$ cat src/rtl/srff_pkg.sv
// Shared types and constants for the SR flip-flop initiator and its helpers.
package srff_pkg;

  // Transfer sequencing states.
  typedef enum logic [1:0] {
    IDLE  = 2'd0,
    DRIVE = 2'd1,
    WAIT  = 2'd2,
    CHECK = 2'd3
  } state_e;

  // {s,r} excitation codes.
  localparam logic [1:0] SR_HOLD    = 2'b00;
  localparam logic [1:0] SR_RESET   = 2'b01;
  localparam logic [1:0] SR_SET     = 2'b10;
  localparam logic [1:0] SR_ILLEGAL = 2'b11;

endpackage

$ cat src/rtl/srff_excite.sv
// SR excitation: {s,r} that moves a flip-flop from q to tgt.
// Ports: q (current state), tgt (desired state), sr_c ({s,r}, combinational).
// Never produces SR_ILLEGAL; unknown q is treated as a mismatch.
module srff_excite
  import srff_pkg::*;
(
  input  logic       q,
  input  logic       tgt,
  output logic [1:0] sr_c
);

  always_comb begin
    sr_c = SR_HOLD;
    if (q !== tgt) begin
      sr_c = tgt ? SR_SET : SR_RESET;
    end
  end

endmodule

$ cat src/rtl/srff_driver.sv
// Initiator for a clocked SR flip-flop: accepts a target bit, pulses the
// matching s/r excitation for one clock, settles, then verifies q/qb.
// Ports: clk, rst_n; tgt_valid/tgt_bit/tgt_ready handshake; s, r to the
// flip-flop; q_fb, qb_fb feedback; done/err per-transfer pulses;
// xfer_cnt/err_cnt saturating counters.
module srff_driver
  import srff_pkg::*;
#(
  parameter int unsigned CNT_W  = 8,
  parameter int unsigned SETTLE = 1
) (
  input  logic             clk,
  input  logic             rst_n,
  input  logic             tgt_valid,
  input  logic             tgt_bit,
  output logic             tgt_ready,
  output logic             s,
  output logic             r,
  input  logic             q_fb,
  input  logic             qb_fb,
  output logic             done,
  output logic             err,
  output logic [CNT_W-1:0] xfer_cnt,
  output logic [CNT_W-1:0] err_cnt
);

  localparam int unsigned WCNT_W = $clog2(SETTLE + 1);

  state_e            state_q, state_d;
  logic              tgt_q, tgt_d;
  logic              s_q, s_d;
  logic              r_q, r_d;
  logic              tgt_ready_q, tgt_ready_d;
  logic              done_q, done_d;
  logic              err_q, err_d;
  logic [CNT_W-1:0]  xfer_cnt_q, xfer_cnt_d;
  logic [CNT_W-1:0]  err_cnt_q, err_cnt_d;
  logic [WCNT_W-1:0] wait_cnt_q, wait_cnt_d;

  logic [1:0] sr_c;
  logic       pass_c;

  // Excitation is derived from the live feedback at the handshake edge.
  srff_excite u_excite (
    .q    (q_fb),
    .tgt  (tgt_bit),
    .sr_c (sr_c)
  );

  // Both rails must agree with the target; X/Z on either counts as a fail.
  assign pass_c = (q_fb === tgt_q) && (qb_fb === ~tgt_q);

  // Next-state and registered-output logic.
  always_comb begin
    state_d     = state_q;
    tgt_d       = tgt_q;
    s_d         = 1'b0;
    r_d         = 1'b0;
    tgt_ready_d = 1'b0;
    done_d      = 1'b0;
    err_d       = 1'b0;
    xfer_cnt_d  = xfer_cnt_q;
    err_cnt_d   = err_cnt_q;
    wait_cnt_d  = wait_cnt_q;

    case (state_q)
      IDLE: begin
        tgt_ready_d = 1'b1;
        if (tgt_valid && tgt_ready_q) begin
          tgt_d       = tgt_bit;
          {s_d, r_d}  = sr_c;
          tgt_ready_d = 1'b0;
          state_d     = DRIVE;
        end
      end
      DRIVE: begin
        // s/r were loaded on entry; defaults release them on this exit edge.
        wait_cnt_d = '0;
        state_d    = WAIT;
      end
      WAIT: begin
        if (wait_cnt_q == WCNT_W'(SETTLE - 1)) begin
          state_d = CHECK;
        end else begin
          wait_cnt_d = wait_cnt_q + WCNT_W'(1);
        end
      end
      CHECK: begin
        done_d      = 1'b1;
        err_d       = ~pass_c;
        tgt_ready_d = 1'b1;
        state_d     = IDLE;
        if (xfer_cnt_q != '1) begin
          xfer_cnt_d = xfer_cnt_q + CNT_W'(1);
        end
        if (!pass_c && (err_cnt_q != '1)) begin
          err_cnt_d = err_cnt_q + CNT_W'(1);
        end
      end
      default: state_d = IDLE;
    endcase
  end

  // State and output registers; reset aborts any transfer in flight.
  always_ff @(posedge clk or negedge rst_n) begin
    if (!rst_n) begin
      state_q     <= IDLE;
      tgt_q       <= 1'b0;
      s_q         <= 1'b0;
      r_q         <= 1'b0;
      tgt_ready_q <= 1'b0;
      done_q      <= 1'b0;
      err_q       <= 1'b0;
      xfer_cnt_q  <= '0;
      err_cnt_q   <= '0;
      wait_cnt_q  <= '0;
    end else begin
      state_q     <= state_d;
      tgt_q       <= tgt_d;
      s_q         <= s_d;
      r_q         <= r_d;
      tgt_ready_q <= tgt_ready_d;
      done_q      <= done_d;
      err_q       <= err_d;
      xfer_cnt_q  <= xfer_cnt_d;
      err_cnt_q   <= err_cnt_d;
      wait_cnt_q  <= wait_cnt_d;
    end
  end

  assign s         = s_q;
  assign r         = r_q;
  assign tgt_ready = tgt_ready_q;
  assign done      = done_q;
  assign err       = err_q;
  assign xfer_cnt  = xfer_cnt_q;
  assign err_cnt   = err_cnt_q;

endmodule

$ cat config.mk
export PLATFORM = sky130hd
export DESIGN_NAME = srff_driver
export DESIGN_NICKNAME = d
export VERILOG_FILES = /design/src/rtl/srff_pkg.sv /design/src/rtl/srff_excite.sv /design/src/rtl/srff_driver.sv
export SDC_FILE = /design/constraint.sdc
export NUM_CORES = 1
export LEC_CHECK = 0
export ABC_AREA = 1
export CAP_MARGIN = 20
export CORE_ASPECT_RATIO = 0.75
export CORE_MARGIN = 10
export CORE_UTILIZATION = 53
export CTS_BUF_LIST = sky130_fd_sc_hd__clkbuf_4 sky130_fd_sc_hd__clkbuf_8
export DETAILED_ROUTE_END_ITERATION = 10
export GPL_TIMING_DRIVEN = 0
export PLACE_DENSITY = 0.86
export SYNTH_ARGS = -nofsm -noshare
export SYNTH_HDL_FRONTEND = slang
export SYNTH_HIERARCHICAL = 1
export SYNTH_SLANG_ARGS = --single-unit
$ cat constraint.sdc
create_clock -name clk -period 1.61 [get_ports clk]
set_clock_uncertainty 0.05 [all_clocks]
set_input_delay 0.322 -clock clk [delete_from_list [all_inputs] [get_ports clk]]
set_output_delay 0.322 -clock clk [all_outputs]
set_load 0.005 [all_outputs]
# Yosys cells after proc, flatten, opt, wreduce, memory -nomap -nowiden
# Index checks and enable logic that the tools add are counted.
[op_classes]
bitwise_logic = 2
reduce_logical = 10
n_addsub = 3
eq_ne = 10
mux = 15
[ops]
columns = ["op", "count"]
rows = [
  ["$add A8 B1 Y8 const B", 2],
  ["$ne A8 B8 Y1 const B", 2],
  ["$mux W1", 8],
  ["$mux W2", 4],
  ["$pmux W2 S4", 1],
  ["$reduce_and A2 Y1", 4],
  ["$eq A2 B2 Y1 const B", 2],
  ["$ne A2 B2 Y1 const B", 2],
  ["$pmux W1 S2", 2],
  ["$logic_and A1 B1 Y1", 3],
  ["$eq A2 B1 Y1 const B", 1],
  ["$eqx A1 B1 Y1", 2],
  ["$logic_not A2 Y1", 1],
  ["$not A1 Y1", 2],
  ["$reduce_bool A2 Y1", 1],
  ["$add A1 B1 Y1 const B", 1],
  ["$logic_not A1 Y1", 1],
  ["$nex A1 B1 Y1", 1],
]
[totals]
wordCells = 50
output_inout_bits = 21
register_bits = 25

# Longest topological paths before layout
[depth]
ltp_word = 6
mapped_depth = 8

# Hierarchy
# The synthesis kept the hierarchy.
[modules_own_cells]
columns = ["module", "instances", "area_per_inst_um2", "seq_area_each_um2", "cells_per_inst"]
rows = [
  ["srff_driver", 1, 1327.5, 600.6, 166],
  ["srff_excite", 1, 15.0, 0.0, 4],
]

# Worst setup path after synthesis
# No wires, ideal clock.
[synth_timing]
path_kind = "register to register"
from = "register state_q[1]"
to = "register xfer_cnt_q[7] (netlist: xfer_cnt[7])"
t_arrival_ns = 1.125
path_stages_with_launch = 7
t_required_ns = 1.443
setup_slack_ns = 0.318
synth_period_minus_slack_ns = 1.292
path_cell_list = "dfrtp_1 > ha_1 > inv_2 > nor3_4 > nand3_1 > nand2_1 > nand2_1"
[synth_via]
elab_chain_cells = 2
[synth_lines]
columns = ["item", "line", "rtl"]
rows = [
  ["start, declared", "srff_driver.sv:29", "state_e state_q, state_d;"],
  ["start signal, assigned", "srff_driver.sv:118", "state_q <= state_d;"],
  ["$eq A2 B2 Y1", "srff_driver.sv:66", "case (state_q)"],
  ["$reduce_and A2 Y1 (no source line)", "-", ""],
  ["end signal, assigned", "srff_driver.sv:125", "xfer_cnt_q <= xfer_cnt_d;"],
  ["end, declared", "srff_driver.sv:36", "logic [CNT_W-1:0] xfer_cnt_q, xfer_cnt_d;"],
]
# Every way passes these cells.
# A chain may end at the register's enable or synchronous reset.

# Worst setup path after layout
[layout_timing]
from = "register xfer_cnt_q[0] (netlist: xfer_cnt[0])"
to = "output port xfer_cnt[0]"
[layout_rtl]
columns = ["item", "line", "rtl"]
rows = [
  ["end, declared", "srff_driver.sv:23", "output logic [CNT_W-1:0] xfer_cnt,"],
]
# No word-level cell between the ends.

==> impl_metrics.ini <==
[outcome]
outcome = finished, final reports clean

[finish]
stdcell_count = 251
fin_nets = 230
drive_gt1_frac = 0.194
area_growth_pct = 37.7
antennaDiodeCount = 0

[setup_path]
cp.required_ns = 1.24
reg2reg_slack_ns = 0.13
endpoint_kind = output pin
start_kind = flop
crit_arrival_ns = 1.21
max_stage_delay_ns = 0.52
critical_path_class = reg2out
r2r_cells = 9
r2r-start = err_cnt[0]
path_delay_family = buffers and inverters
crit_chain = clkdlybuf4s50_1
regToRegEndpoint = err_cnt[5]
crit_fanout = 2
slowest_stage = clkdlybuf4s50_1
crit_buf_inv = 1

[place]
place.port_buffers = 26
dp_hpwl_um = 2280
dp_cells = 230
gp_congestion = 0.781

[detailed_routing]
ant_nets = 0
wirelength_um = 3360
drt-pass1-iter-count = 4
num_vias = 1253
routedWlPerCell_um = 13.4
drt-initial-drc-count = 131
drc = 0
viasPerCell = 4.99

[synthesis]
postSynth.asyncResetShare = 1.00
syn_area_per_cell_um2 = 7.90
synth_edf_count = 0
ys_ff_latch = 24
synth_cell_types = 22
synth_common_cells = nand2_1, dfrtp_1, inv_1, nand3_1, nor2_1
yosys_warnings = 6
syn_inst = 170
ys_seq_area_frac = 0.447
netlist_area_um2 = 1340
synthDominantCellAreaShare = 0.447
synthFlopType = dfrtp_1
synthMostInstantiatedCell = nand2_1
synth_nets = 182
synth.largest_area_cell = dfrtp_1
synthTopCellsByArea = dfrtp_1, nand2_1, ha_1

[sta]
timing.hold.ws_ns = 0.293
hold_violations = 0
post-route-period-util = 0.982
relSlewSlack = 0.623
fmax_ghz = 0.632
min_period_ns = 1.58
setup_viol = 0
tightestPinTransition_ns = 0.563
slew_viol_final = 0

[global_route]
grt_usage = 0.131
grt-busiest-layer = met2
grt_pass1_vias = 1246
grt_max_degree = 25
use_met2 = 0.230
grt-ovfl-total = 0
met3_usage = 0.0567
grt_util_met1 = 0.144
antenna_found_initial = 0
grt_pass1_wl_um = 5510

[cts]
path_clk_slew_ns = 0.13
max-clock-path-buffers = 2
insertion_delay_ns = 0.32
tritoncts = built
cts-root-buf = clkbuf_4
numCtsBuffers = 3
htreeDepth = 1
cts.sinks = 24

[die]
num_rows = 15
io-pin-count = 27
core-area_um2 = 2360
die_area_um2 = 4970
die_x_um = 78.1
start_util = 0.568
die_h_um = 63.6

[power_and_ir_drop]
leakage_nw = 1.11
power_density_nw_per_um2 = 1300
finalPower_mw = 2.41
ir_drop_uv = 826

[hold_path]
hp-class = in2async

[job]
drv_cap = 0
## repair_timing
| action | CTS | global route |
|---|---|---|
| endpoints found under the setup margin | 16 | 15 |
| gates resized for setup | 5 | 13 |
| buffers inserted | 13 | 3 |
| hold buffers | 0 | 0 |
## final cells by class
class                   count  area [um2]
well taps                  34        42.5
repair buffers             43         419
clock buffers               4        36.3
multi-input cells         123         661
fillers                   158         517
flip-flops and latches     24         603
inverters                  23        86.3
## metrics by stage
step / area, um2 / utilization / setup TNS [ns] / setup slack (ns)
4_1_cts: 1780 / 0.752 / 0 / 0.00619
6_report: 1850 / 0.781 / 0 / 0.0284
2_1_floorplan: 1340 / - / 0 / 0.318
3_3_place_gp: 1650 / 0.696 / -1.90 / -0.0802
5_1_grt: 1850 / 0.781 / -0.0125 / -0.0125
3_5_place_dp: 1650 / 0.696 / -1.79 / -0.0750
## worst max path at each step
| stage | from | endpoint | slack [ns] | cells past startpoint |
|---|---|---|---|---|
| floorplan | state_q[1] | xfer_cnt[7] | 0.32 | 6 |
| CTS | xfer_cnt[7] | xfer_cnt[7] | 0.006 | 1 |
| finish | xfer_cnt[0] | xfer_cnt[0] | 0.03 | 1 |
| global placement | rst_n | err_cnt[7] | -0.08 | 1 |
| detailed placement | rst_n | err_cnt[6] | -0.07 | 1 |
| global route | err_cnt[7] | err_cnt[7] | -0.01 | 1 |
## flip-flops by register name, summed over array words and instances, names as in the netlist
register	cells
tgt_ready	1
s	1
err_cnt	8
r	1
tgt_q	1
xfer_cnt	8
err	1
done	1
state_q	2
## layout by cell type (no fill, tap or decap)
master,netlist,layout
xnor2_1,1,1
ha_1,6,5
o21ai_0,5,5
inv_2,4,4
clkbuf_4,0,3
nand3b_1,2,2
nand3_1,14,14
nand2_1,61,61
nor2_8,1,1
mux2_2,1,1
dlymetal6s2s_1,0,11
nand4_1,2,2
nor2_2,2,3
nand2_4,3,3
buf_4,0,16
dfrtp_1,24,22
nand2_2,4,4
nor2_4,1,1
buf_8,0,1
nor2_1,13,12
inv_1,19,19
o21ai_1,1,1
xor2_1,3,3
dlygate4sd2_1,0,3
ha_2,0,1
nor3_4,1,1
clkdlybuf4s50_1,0,12
clkbuf_8,0,1
a21oi_1,1,1
nor3_1,1,1
dfrtp_2,0,2
## per-layer routing
layer,wire [um],share of wire
met1,1400,0.42
met2,1620,0.48
met3,294,0.088
met4,38,0.011
met5,0,0
## cells by family after synthesis
| kind of cell | after synthesis | share of synthesized area |
|---|---|---|
| muxes | 1 | 0.00839 |
| buffers and inverters | 23 | 0.0643 |
| and+or+nand+nor | 105 | 0.372 |
| xor gates and xnor gates | 4 | 0.0261 |
| DFF | 24 | 0.447 |
| AOI/OAI and AO/OA | 7 | 0.0261 |
| adders and majority gates | 6 | 0.0559 |
## power breakdown
part	total [mW]	internal, mW	switching, mW
registers	0.882	0.776	0.106
logic	1.20	0.556	0.649
clock network	0.320	0.138	0.182
total	2.41	1.47	0.937
Note: power is estimated with default switching activity, not from simulation.
